File: src/rtl/divider_if.sv
// Request/result bundle for the multi-cycle divider.
// Latency: none (pure wiring); all outputs are registered inside the divider.
// Backpressure: master holds start until ready (or the DONE exit edge) accepts it.
interface divider_if #(
  parameter int N = 64
);
  logic         start;
  logic [N-1:0] dividend;
  logic [N-1:0] divisor;
  logic         signed_op;
  logic         rem_op;
  logic         ready;
  logic         done;
  logic [N-1:0] Y;
  logic         div_by_zero;
  logic         overflow;

  modport master (
    output start, dividend, divisor, signed_op, rem_op,
    input  ready, done, Y, div_by_zero, overflow
  );

  modport slave (
    input  start, dividend, divisor, signed_op, rem_op,
    output ready, done, Y, div_by_zero, overflow
  );
endinterface

File: src/rtl/divider.sv
// Restoring shift/subtract divider for DIV/DIVU/REM/REMU, one quotient bit per cycle.
// Latency: done N edges after acceptance; divide-by-zero and signed overflow finish immediately.
// Backpressure: start ignored during RUN; a held start is taken on the edge leaving DONE.
module divider #(
  parameter int N = 64
) (
  input logic      clock,
  input logic      reset,
  divider_if.slave bus
);

  localparam int CW = (N > 1) ? $clog2(N) : 1;

  typedef enum logic [1:0] {
    IDLE = 2'd0,
    RUN  = 2'd1,
    DONE = 2'd2
  } state_t;

  state_t       state;
  state_t       state_nxt;

  logic [N:0]   rem_q;
  logic [N-1:0] quo_q;
  logic [N-1:0] dvs_mag;
  logic [CW-1:0] cnt;
  logic         sgn_op;
  logic         rem_sel;
  logic         a_neg;
  logic         b_neg;
  logic [N-1:0] y_q;
  logic         dbz_q;
  logic         ovf_q;

  // Operand decode at the accepting edge
  logic         in_a_neg;
  logic         in_b_neg;
  logic [N-1:0] in_a_mag;
  logic [N-1:0] in_b_mag;
  logic         in_zero;
  logic         in_ovf;
  logic         in_special;
  logic         accept;
  logic         last_step;

  // Magnitude of the most negative value wraps to 2^(N-1) read as unsigned.
  assign in_a_neg   = bus.signed_op & bus.dividend[N-1];
  assign in_b_neg   = bus.signed_op & bus.divisor[N-1];
  assign in_a_mag   = in_a_neg ? -bus.dividend : bus.dividend;
  assign in_b_mag   = in_b_neg ? -bus.divisor : bus.divisor;
  assign in_zero    = (bus.divisor == '0);
  assign in_ovf     = bus.signed_op & (bus.dividend == {1'b1, {(N-1){1'b0}}}) &
                      (bus.divisor == '1);
  assign in_special = in_zero | in_ovf;

  // The DONE exit edge doubles as an accepting edge so a held start
  // sustains one operation every N+1 cycles.
  assign accept    = bus.start & ((state == IDLE) | (state == DONE));
  assign last_step = (cnt == CW'(N - 1));

  // One restoring step; carry_out = 1 means the subtract did not borrow.
  logic [N:0]   r_sh;
  logic [N+1:0] sub;
  logic         carry_out;
  logic [N:0]   r_step;
  logic [N-1:0] q_step;
  logic [N-1:0] q_res;
  logic [N-1:0] r_res;

  assign r_sh      = {rem_q[N-1:0], quo_q[N-1]};
  assign sub       = {1'b0, r_sh} - {2'b00, dvs_mag};
  assign carry_out = ~sub[N+1];
  assign r_step    = carry_out ? sub[N:0] : r_sh;
  assign q_step    = {quo_q[N-2:0], carry_out};

  // Negating zero yields zero, so a zero result never comes out negative.
  assign q_res = (sgn_op & (a_neg ^ b_neg)) ? -q_step : q_step;
  assign r_res = (sgn_op & a_neg) ? -r_step[N-1:0] : r_step[N-1:0];

  // State register
  always_ff @(posedge clock or negedge reset) begin
    if (!reset) begin
      state <= IDLE;
    end else begin
      state <= state_nxt;
    end
  end

  // Next-state decode
  always_comb begin
    state_nxt = state;
    case (state)
      IDLE: begin
        if (accept) state_nxt = in_special ? DONE : RUN;
      end
      RUN: begin
        if (last_step) state_nxt = DONE;
      end
      DONE: begin
        if (accept) state_nxt = in_special ? DONE : RUN;
        else        state_nxt = IDLE;
      end
      default: state_nxt = IDLE;
    endcase
  end

  // Operand latch, iteration datapath and result/flag registers
  always_ff @(posedge clock or negedge reset) begin
    if (!reset) begin
      rem_q   <= '0;
      quo_q   <= '0;
      dvs_mag <= '0;
      cnt     <= '0;
      sgn_op  <= 1'b0;
      rem_sel <= 1'b0;
      a_neg   <= 1'b0;
      b_neg   <= 1'b0;
      y_q     <= '0;
      dbz_q   <= 1'b0;
      ovf_q   <= 1'b0;
    end else if (accept) begin
      sgn_op  <= bus.signed_op;
      rem_sel <= bus.rem_op;
      a_neg   <= in_a_neg;
      b_neg   <= in_b_neg;
      dvs_mag <= in_b_mag;
      quo_q   <= in_a_mag;
      rem_q   <= '0;
      cnt     <= '0;
      if (in_zero) begin
        y_q   <= bus.rem_op ? bus.dividend : '1;
        dbz_q <= 1'b1;
        ovf_q <= 1'b0;
      end else if (in_ovf) begin
        y_q   <= bus.rem_op ? '0 : bus.dividend;
        dbz_q <= 1'b0;
        ovf_q <= 1'b1;
      end else begin
        dbz_q <= 1'b0;
        ovf_q <= 1'b0;
      end
    end else if (state == RUN) begin
      rem_q <= r_step;
      quo_q <= q_step;
      cnt   <= cnt + CW'(1);
      if (last_step) y_q <= rem_sel ? r_res : q_res;
    end
  end

  assign bus.ready       = (state == IDLE);
  assign bus.done        = (state == DONE);
  assign bus.Y           = y_q;
  assign bus.div_by_zero = dbz_q;
  assign bus.overflow    = ovf_q;

endmodule

File: src/flat_wrapper.sv
// flat-port wrapper written by rule: the top's interface ports become plain ports
module divider_flat 
#(
  parameter int N = 64
)
  (clock, reset, bus_start, bus_dividend, bus_divisor, bus_signed_op, bus_rem_op, bus_ready, bus_done, bus_Y, bus_div_by_zero, bus_overflow);
  divider_if #(.N(N)) bus_i ();
  input logic clock;
  input logic reset;
  input wire logic [$bits(bus_i.start)-1:0] bus_start;
  input wire logic [$bits(bus_i.dividend)-1:0] bus_dividend;
  input wire logic [$bits(bus_i.divisor)-1:0] bus_divisor;
  input wire logic [$bits(bus_i.signed_op)-1:0] bus_signed_op;
  input wire logic [$bits(bus_i.rem_op)-1:0] bus_rem_op;
  output wire logic [$bits(bus_i.ready)-1:0] bus_ready;
  output wire logic [$bits(bus_i.done)-1:0] bus_done;
  output wire logic [$bits(bus_i.Y)-1:0] bus_Y;
  output wire logic [$bits(bus_i.div_by_zero)-1:0] bus_div_by_zero;
  output wire logic [$bits(bus_i.overflow)-1:0] bus_overflow;
  assign bus_i.start = bus_start;
  assign bus_i.dividend = bus_dividend;
  assign bus_i.divisor = bus_divisor;
  assign bus_i.signed_op = bus_signed_op;
  assign bus_i.rem_op = bus_rem_op;
  assign bus_ready = bus_i.ready;
  assign bus_done = bus_i.done;
  assign bus_Y = bus_i.Y;
  assign bus_div_by_zero = bus_i.div_by_zero;
  assign bus_overflow = bus_i.overflow;
  divider #(.N(N)) u_core (.clock(clock), .reset(reset), .bus(bus_i));
endmodule
File: config.mk
export PLATFORM = sky130hd
export DESIGN_NAME = divider_flat
export DESIGN_NICKNAME = d
export VERILOG_FILES = /design/src/rtl/divider_if.sv /design/src/rtl/divider.sv /design/src/flat_wrapper.sv
export SDC_FILE = /design/constraint.sdc
export NUM_CORES = 1
export LEC_CHECK = 0
export BUFFER_PORTS_ARGS = -buffer_cell sky130_fd_sc_hd__buf_4
export CORE_ASPECT_RATIO = 1.5
export CORE_MARGIN = 2
export CORE_UTILIZATION = 39
export CTS_CLUSTER_DIAMETER = 80
export DETAILED_ROUTE_END_ITERATION = 10
export HOLD_SLACK_MARGIN = 0.15
export PLACE_DENSITY = 0.65
export SYNTH_ARGS = -nofsm -noshare
export SYNTH_HDL_FRONTEND = slang
export SYNTH_SLANG_ARGS = --single-unit
File: constraint.sdc
create_clock -name clock -period 5.1 [get_ports clock]
set_input_delay 1.275 -clock clock [delete_from_list [all_inputs] [get_ports clock]]
set_output_delay 1.275 -clock clock [all_outputs]
set_load 0.005 [all_outputs]
[After elaboration in Yosys (flattened, before gate mapping)]
Index checks and enable logic that the tools add are counted.
Operators by class
  bitwise operators: 11
  $add $sub $neg: 6
  reduce and logical (&&, ||, !) cells: 6
  multiplexer cells: 27
  equality and inequality tests: 8
Operator list (number)
  two-way mux 64 bit: 17
  negation 64 bit: 4
  == test 64 bit (second input constant): 2
  subtractor 65 x 64 -> 66 bit: 1
  zero test 64 bit: 1
  two-way mux 6 bit: 2
  two-way mux 2 bit: 4
  AND 1 bit: 7
  adder 6 x 1 -> 6 bit (second input constant): 1
  == test 6 bit (second input constant): 1
  one-hot mux 2 bit (3 select lines): 1
  != test 2 x 1 -> 1 bit (second input constant): 2
  nonzero test 2 bit: 2
  two-way mux 1 bit: 3
  != test 3 x 1 -> 1 bit (second input constant): 1
  AND reduction 3 bit: 1
  == test 2 x 1 -> 1 bit (second input constant): 1
  == test 2 bit (second input constant): 1
  zero test 2 bit: 1
  OR 1 bit: 2
  AND reduction 2 bit: 1
  NOT 1 bit: 1
  XOR 1 bit: 1
Storage, ports and cells
  register bits after elaboration: 270
  output and inout bits: 68

[Longest topological paths before layout]
  word-level depth: 8
  gate-level depth with buffers: 28
  mapped depth without buffers: 22

[Worst setup path before layout]
OpenSTA, ideal clock, no wires.
  path kind: reg-to-reg
  start: register u_core.rem_q[6]
  end: register u_core.y_q[56] (netlist: u_core.bus.Y[56])
  cell stages (with the launch flop): 27
  data arrival time: 5546 ps
  period minus slack after synthesis: 5615 ps
  setup time: 69 ps
  required time: 5031 ps
  path slack: -515 ps
  path through: dfrtp_1 > ha_1 > buf_2 > and3_1 > clkbuf_2 > o2111ai_1 > a2111oi_4 > o2111ai_2 > nand2_1 > buf_2 > buf_2 > buf_2 > buf_2 > buf_2 > nand2_1 > o21ai_0 > ha_1 > nand2_1 > a21oi_1 > and4_1 > a41oi_1 > a211oi_1 > nand4_1 > nor3_2 > nand2b_1 > or3_1 > nand3_1
On the way
  word-level cells in the longest chain between the ends: 8
  elaborated cells on any way between the ends: 11
RTL lines
  start, declared: RTL line divider.sv:23  | logic [N:0] rem_q;
  start signal, assigned: RTL line divider.sv:143  | rem_q <= r_step;
  subtractor 65 x 64 -> 66 bit: RTL line divider.sv:71  | assign sub = {1'b0, r_sh} - {2'b00, dvs_mag};
  two-way mux 64 bit or NOT 1 bit (tied branches): RTL line divider.sv:73, divider.sv:72
  negation 64 bit (on tied branches): RTL line divider.sv:78, divider.sv:77
  two-way mux 64 bit (on tied branches): RTL line divider.sv:78, divider.sv:77
  two-way mux 64 bit * (2 in series): RTL line divider.sv:146  | if (last_step) y_q <= rem_sel ? r_res : q_res;
  two-way mux 64 bit *: RTL line divider.sv:142  | end else if (state == RUN) begin
  two-way mux 64 bit *: RTL line divider.sv:121  | end else if (accept) begin
  end signal, assigned: RTL line divider.sv:131  | y_q <= bus.rem_op ? bus.dividend : '1;
  end signal, assigned: RTL line divider.sv:135  | y_q <= bus.rem_op ? '0 : bus.dividend;
  end signal, assigned: RTL line divider.sv:146
  end, declared: RTL line divider.sv:31  | logic [N-1:0] y_q;
Mark *: on every way between the ends. The rest lies on a longest branch, timed or not. The select of a mux whose other input is x is not followed.
A chain may end at the register's enable or synchronous reset.

[Final worst setup path]
  start: register u_core.dvs_mag[7]
  end: register u_core.y_q[47] (netlist: u_core.bus.Y[47])
On the way
  word-level cells in the longest chain between the ends: 8
  elaborated cells on any way between the ends: 11
RTL lines
  start, declared: RTL line divider.sv:25  | logic [N-1:0] dvs_mag;
  start signal, assigned: RTL line divider.sv:126  | dvs_mag <= in_b_mag;
  subtractor 65 x 64 -> 66 bit *: RTL line divider.sv:71
  two-way mux 64 bit or NOT 1 bit (tied branches): RTL line divider.sv:73, divider.sv:72
  negation 64 bit (on tied branches): RTL line divider.sv:78, divider.sv:77
  two-way mux 64 bit (on tied branches): RTL line divider.sv:78, divider.sv:77
  two-way mux 64 bit * (2 in series): RTL line divider.sv:146
  two-way mux 64 bit *: RTL line divider.sv:142
  two-way mux 64 bit *: RTL line divider.sv:121
Marks and branches as above.

==> out/metrics.cfg <==
[outcome]
status=completed

[yosys]
yosys_register_bits=270
synth_top_family_by_area=compound AO/OA/AOI/OAI gates
synth-seq-area-share=0.286
synth_ff_type=dfrtp_1
netlist_instances=3108
yosys.area_share.simple=0.211
yosys_warnings=0
synthAdderAreaFrac=0.0379
synth_area_per_cell_sq_um=7.61
synthesis.area_sq_um=23600
synth_compound_area_frac=0.289
async_flop_share=1.00
synthMuxAreaShare=0.0197
synth-xor-area-share=0.105
synth_fp_nets=3312
synth.distinct_cells=91
synth_edf_count=0

[global_routing]
grt_overflow_total=0
antenna_found_initial=0
track_usage=0.309
grt_max_degree=142
grt_pass1_wl_microns=150000
grt_pass1_vias=25300

[worst_setup_path]
r2r_slack_ns=0.13
end_kind=register
crit_required_ns=5.58
critical_path_class=reg2reg
r2r_start=u_core.dvs_mag[7]$_DFFE_PN0P_
reg2regPathDepth=21
crit_path_start_kind=register
timing.critical_path.fanout_max=7
r2r_end=u_core.bus.Y[47]$_DFFE_PN0P_
worstPathArrival_ns=5.45

[power]
peakVddDrop_mv=0.362
p_leak_nw=12.2
p_total_mw=23.1
clockPowerShare=0.102
pwr-share-comb=0.716
p_int_mw=11.3
swShare=0.512
switching_power_mw=11.8
power_density_nw_per_um2=789
power_frac_seq=0.182

[clock_tree]
htree_num_levels=1
clockBufferDepth=3
clkTransAtPathRegs_ns=0.07
clock-sinks=270
cts-root-buf=clkbuf_16
clk_latency_ns=0.60
cts_inserted_buffers=29
cts_tree=built
cts_hold_buf=0

[floorplanning]
core_region_area_sq_um=60000
dieArea_sq_um=62600
die_h_microns=306
die_w_microns=205
placementRows=110
initial_utilization=0.394
ios=201

[timing]
setup_ws_ns=0.133
drv_slew=0
finalCritPeriodShare=0.974
timing.fmax_mhz=201
fin_skew_ns=0.0274
holdWs_ns=0.484
fin_setup_tns_ns=0
setup_violations=0
worst_pin_slew_ns=0.984
slew_headroom=0.344
min_period_ns=4.97
hold_viol_final=0

[finish]
stdcell_count=4301
drive_above_1_share=0.193
final_nets=3698
layout_common_cells=buf_4, o21ai_0, nand2_1, dfrtp_1, nor2_1
antenna_cells=0
area_delta_synth_final_pct=24.0
final_common_cell=buf_4

[routing]
detail_route.wirelength_microns=98400
viasPerCell=6.01
vias=25900
drt_pass1_iterations=6
dr.first_iter.drc_count=2259
wl_per_cell_microns=22.9
drtAntennaViolNets=0
drc=0

[place]
dpl.cell_count=4241
globalplace.congestion=1.00
place_hpwl_microns=78000
pre_cts_ws_ns=-0.0597
io_buffers=200

[worst_hold_path]
holdPathEnd=u_core.dvs_mag[4]$_DFFE_PN0P_
min_path_cells=2
hp-class=reg2reg
holdCritStartpoint=u_core.dvs_mag[4]$_DFFE_PN0P_

[run]
cap_violations=0

==> layer usage <==
| layer | up-vias | routed length, microns | GRT usage |
|---|---|---|---|
| li1 | 12200 | - | - |
| met5 | - | 0 | 0 |
| met2 | 1037 | 47100 | 0.520 |
| met3 | 245 | 5220 | 0.0248 |
| met1 | 12400 | 37700 | 0.369 |
| met4 | 0 | 8340 | 0.222 |
==> power by group through the flow <==
stage                     logic (mW)  registers [mW]  clock network, mW
after detailed placement        16.0            4.18                  0
after CTS                       16.1            4.16               2.39
final                           16.5            4.21               2.37
after floorplan                 9.60            3.85                  0
after global placement          15.9            4.18                  0
after global routing            17.9            4.30               2.49
==> worst max-delay path, stage by stage (launching register included) <==
cell	delay (ns)
dfrtp_1	0.38
inv_1	0.23
ha_1	0.32
buf_4	0.17
a21o_1	0.22
a31o_2	0.28
a311oi_2	0.26
buf_4	0.18
a31o_2	0.23
a22oi_1	0.18
nor4_2	0.35
buf_4	0.17
buf_4	0.11
a31oi_1	0.15
a2111oi_2	0.34
buf_4	0.19
nand3b_1	0.25
o21ai_1	0.24
xnor2_1	0.08
a21oi_1	0.27
buf_4	0.19
nor2_1	0.04
==> metrics by stage <==
stage	util	cell area [sq um]
final	0.489	29300
after global routing	0.489	29300
after CTS	0.487	29200
after detailed placement	0.470	28200
after global placement	0.470	28200
after floorplan	-	23700
==> cell usage after synthesis, types with 7 or more instances <==
master       n  area, sq um
o2111ai_1    9         78.8
nor2_1     254          953
a41oi_1      7         61.3
a22oi_1     67          503
nand4_1     52          325
o31ai_1     53          398
xnor2_1    147         1290
mux2i_1     41          410
and4_1      10         87.6
ha_1        70          876
o21ai_0    364         1820
dfrtp_1    270         6760
nand2_1    357         1340
o41ai_1     17          149
clkbuf_1   142          533
a221oi_1    12          105
a31oi_1     63          394
o21a_1      18          135
nor4_1      49          307
nand3_1     51          255
nor2b_1     11         68.8
o211ai_1    66          495
a22o_1      13          114
and2_1      21          131
and3_1      18          113
inv_1      107          402
a31o_2       8         70.1
buf_1        7         26.3
or4_1       35          263
o31a_1       7         61.3
or2_2       10         62.6
o21bai_1    12         90.1
a21o_1      33          248
or3_1       39          244
nor3_1      81          405
xor2_1     137         1200
a211oi_1    22          165
a311oi_1     7         61.3
nand2b_1    20          125
a21oi_1    246         1230
o21ai_1     10         50.1
buf_2       41          205
==> flip-flops by register name, summed over array words and instances, names as in the netlist, 2 cells and up <==
signal and flops:
u_core.dvs_mag 64, u_core.rem_q 64, u_core.quo_q 64, u_core.cnt 6, u_core.state 2, u_core.bus.Y 64
==> cells by family (layout without fill, tap and decap cells) <==
logic type	count (synthesis)	in the layout
adders and majority gates	71	71
and+or+nand+nor	1041	1041
xor gates and xnor gates	284	284
muxes	46	46
DFF	270	270
buffers and inverters	304	713
AOI/OAI and AO/OA	1092	1092
==> cell type report <==
type / count / area [sq um]
fillers: 6125 / 30700
multi-input cells: 2534 / 15900
flip-flops and latches: 270 / 6760
repair buffers: 550 / 4290
clock inverters: 13 / 203
well taps: 784 / 981
inverters: 109 / 409
clock buffers: 41 / 831
==> how the worst max path moves through the flow <==
stage / from / cells past startpoint / to
6_report: u_core.dvs_mag[7]$_DFFE_PN0P_ / 21 / u_core.bus.Y[47]$_DFFE_PN0P_
4_1_cts: u_core.quo_q[63]$_DFFE_PN0P_ / 22 / u_core.bus.Y[47]$_DFFE_PN0P_
3_5_place_dp: bus_dividend[17] / 13 / u_core.quo_q[63]$_DFFE_PN0P_
2_1_floorplan: u_core.rem_q[6]$_DFFE_PN0P_ / 26 / u_core.bus.Y[56]$_DFFE_PN0P_
5_1_grt: u_core.rem_q[18]$_DFFE_PN0P_ / 18 / u_core.bus.Y[50]$_DFFE_PN0P_
3_3_place_gp: bus_dividend[17] / 13 / u_core.quo_q[63]$_DFFE_PN0P_
==> what timing repair did <==
item,CTS,global route
gates cloned,0,0
gates resized for setup,1,17
setup buffers,0,6
pin swaps,0,5
endpoints found under the setup margin,1,23
endpoints found under the hold margin,0,0
No activity file was read; power rests on OpenSTA's default activity.
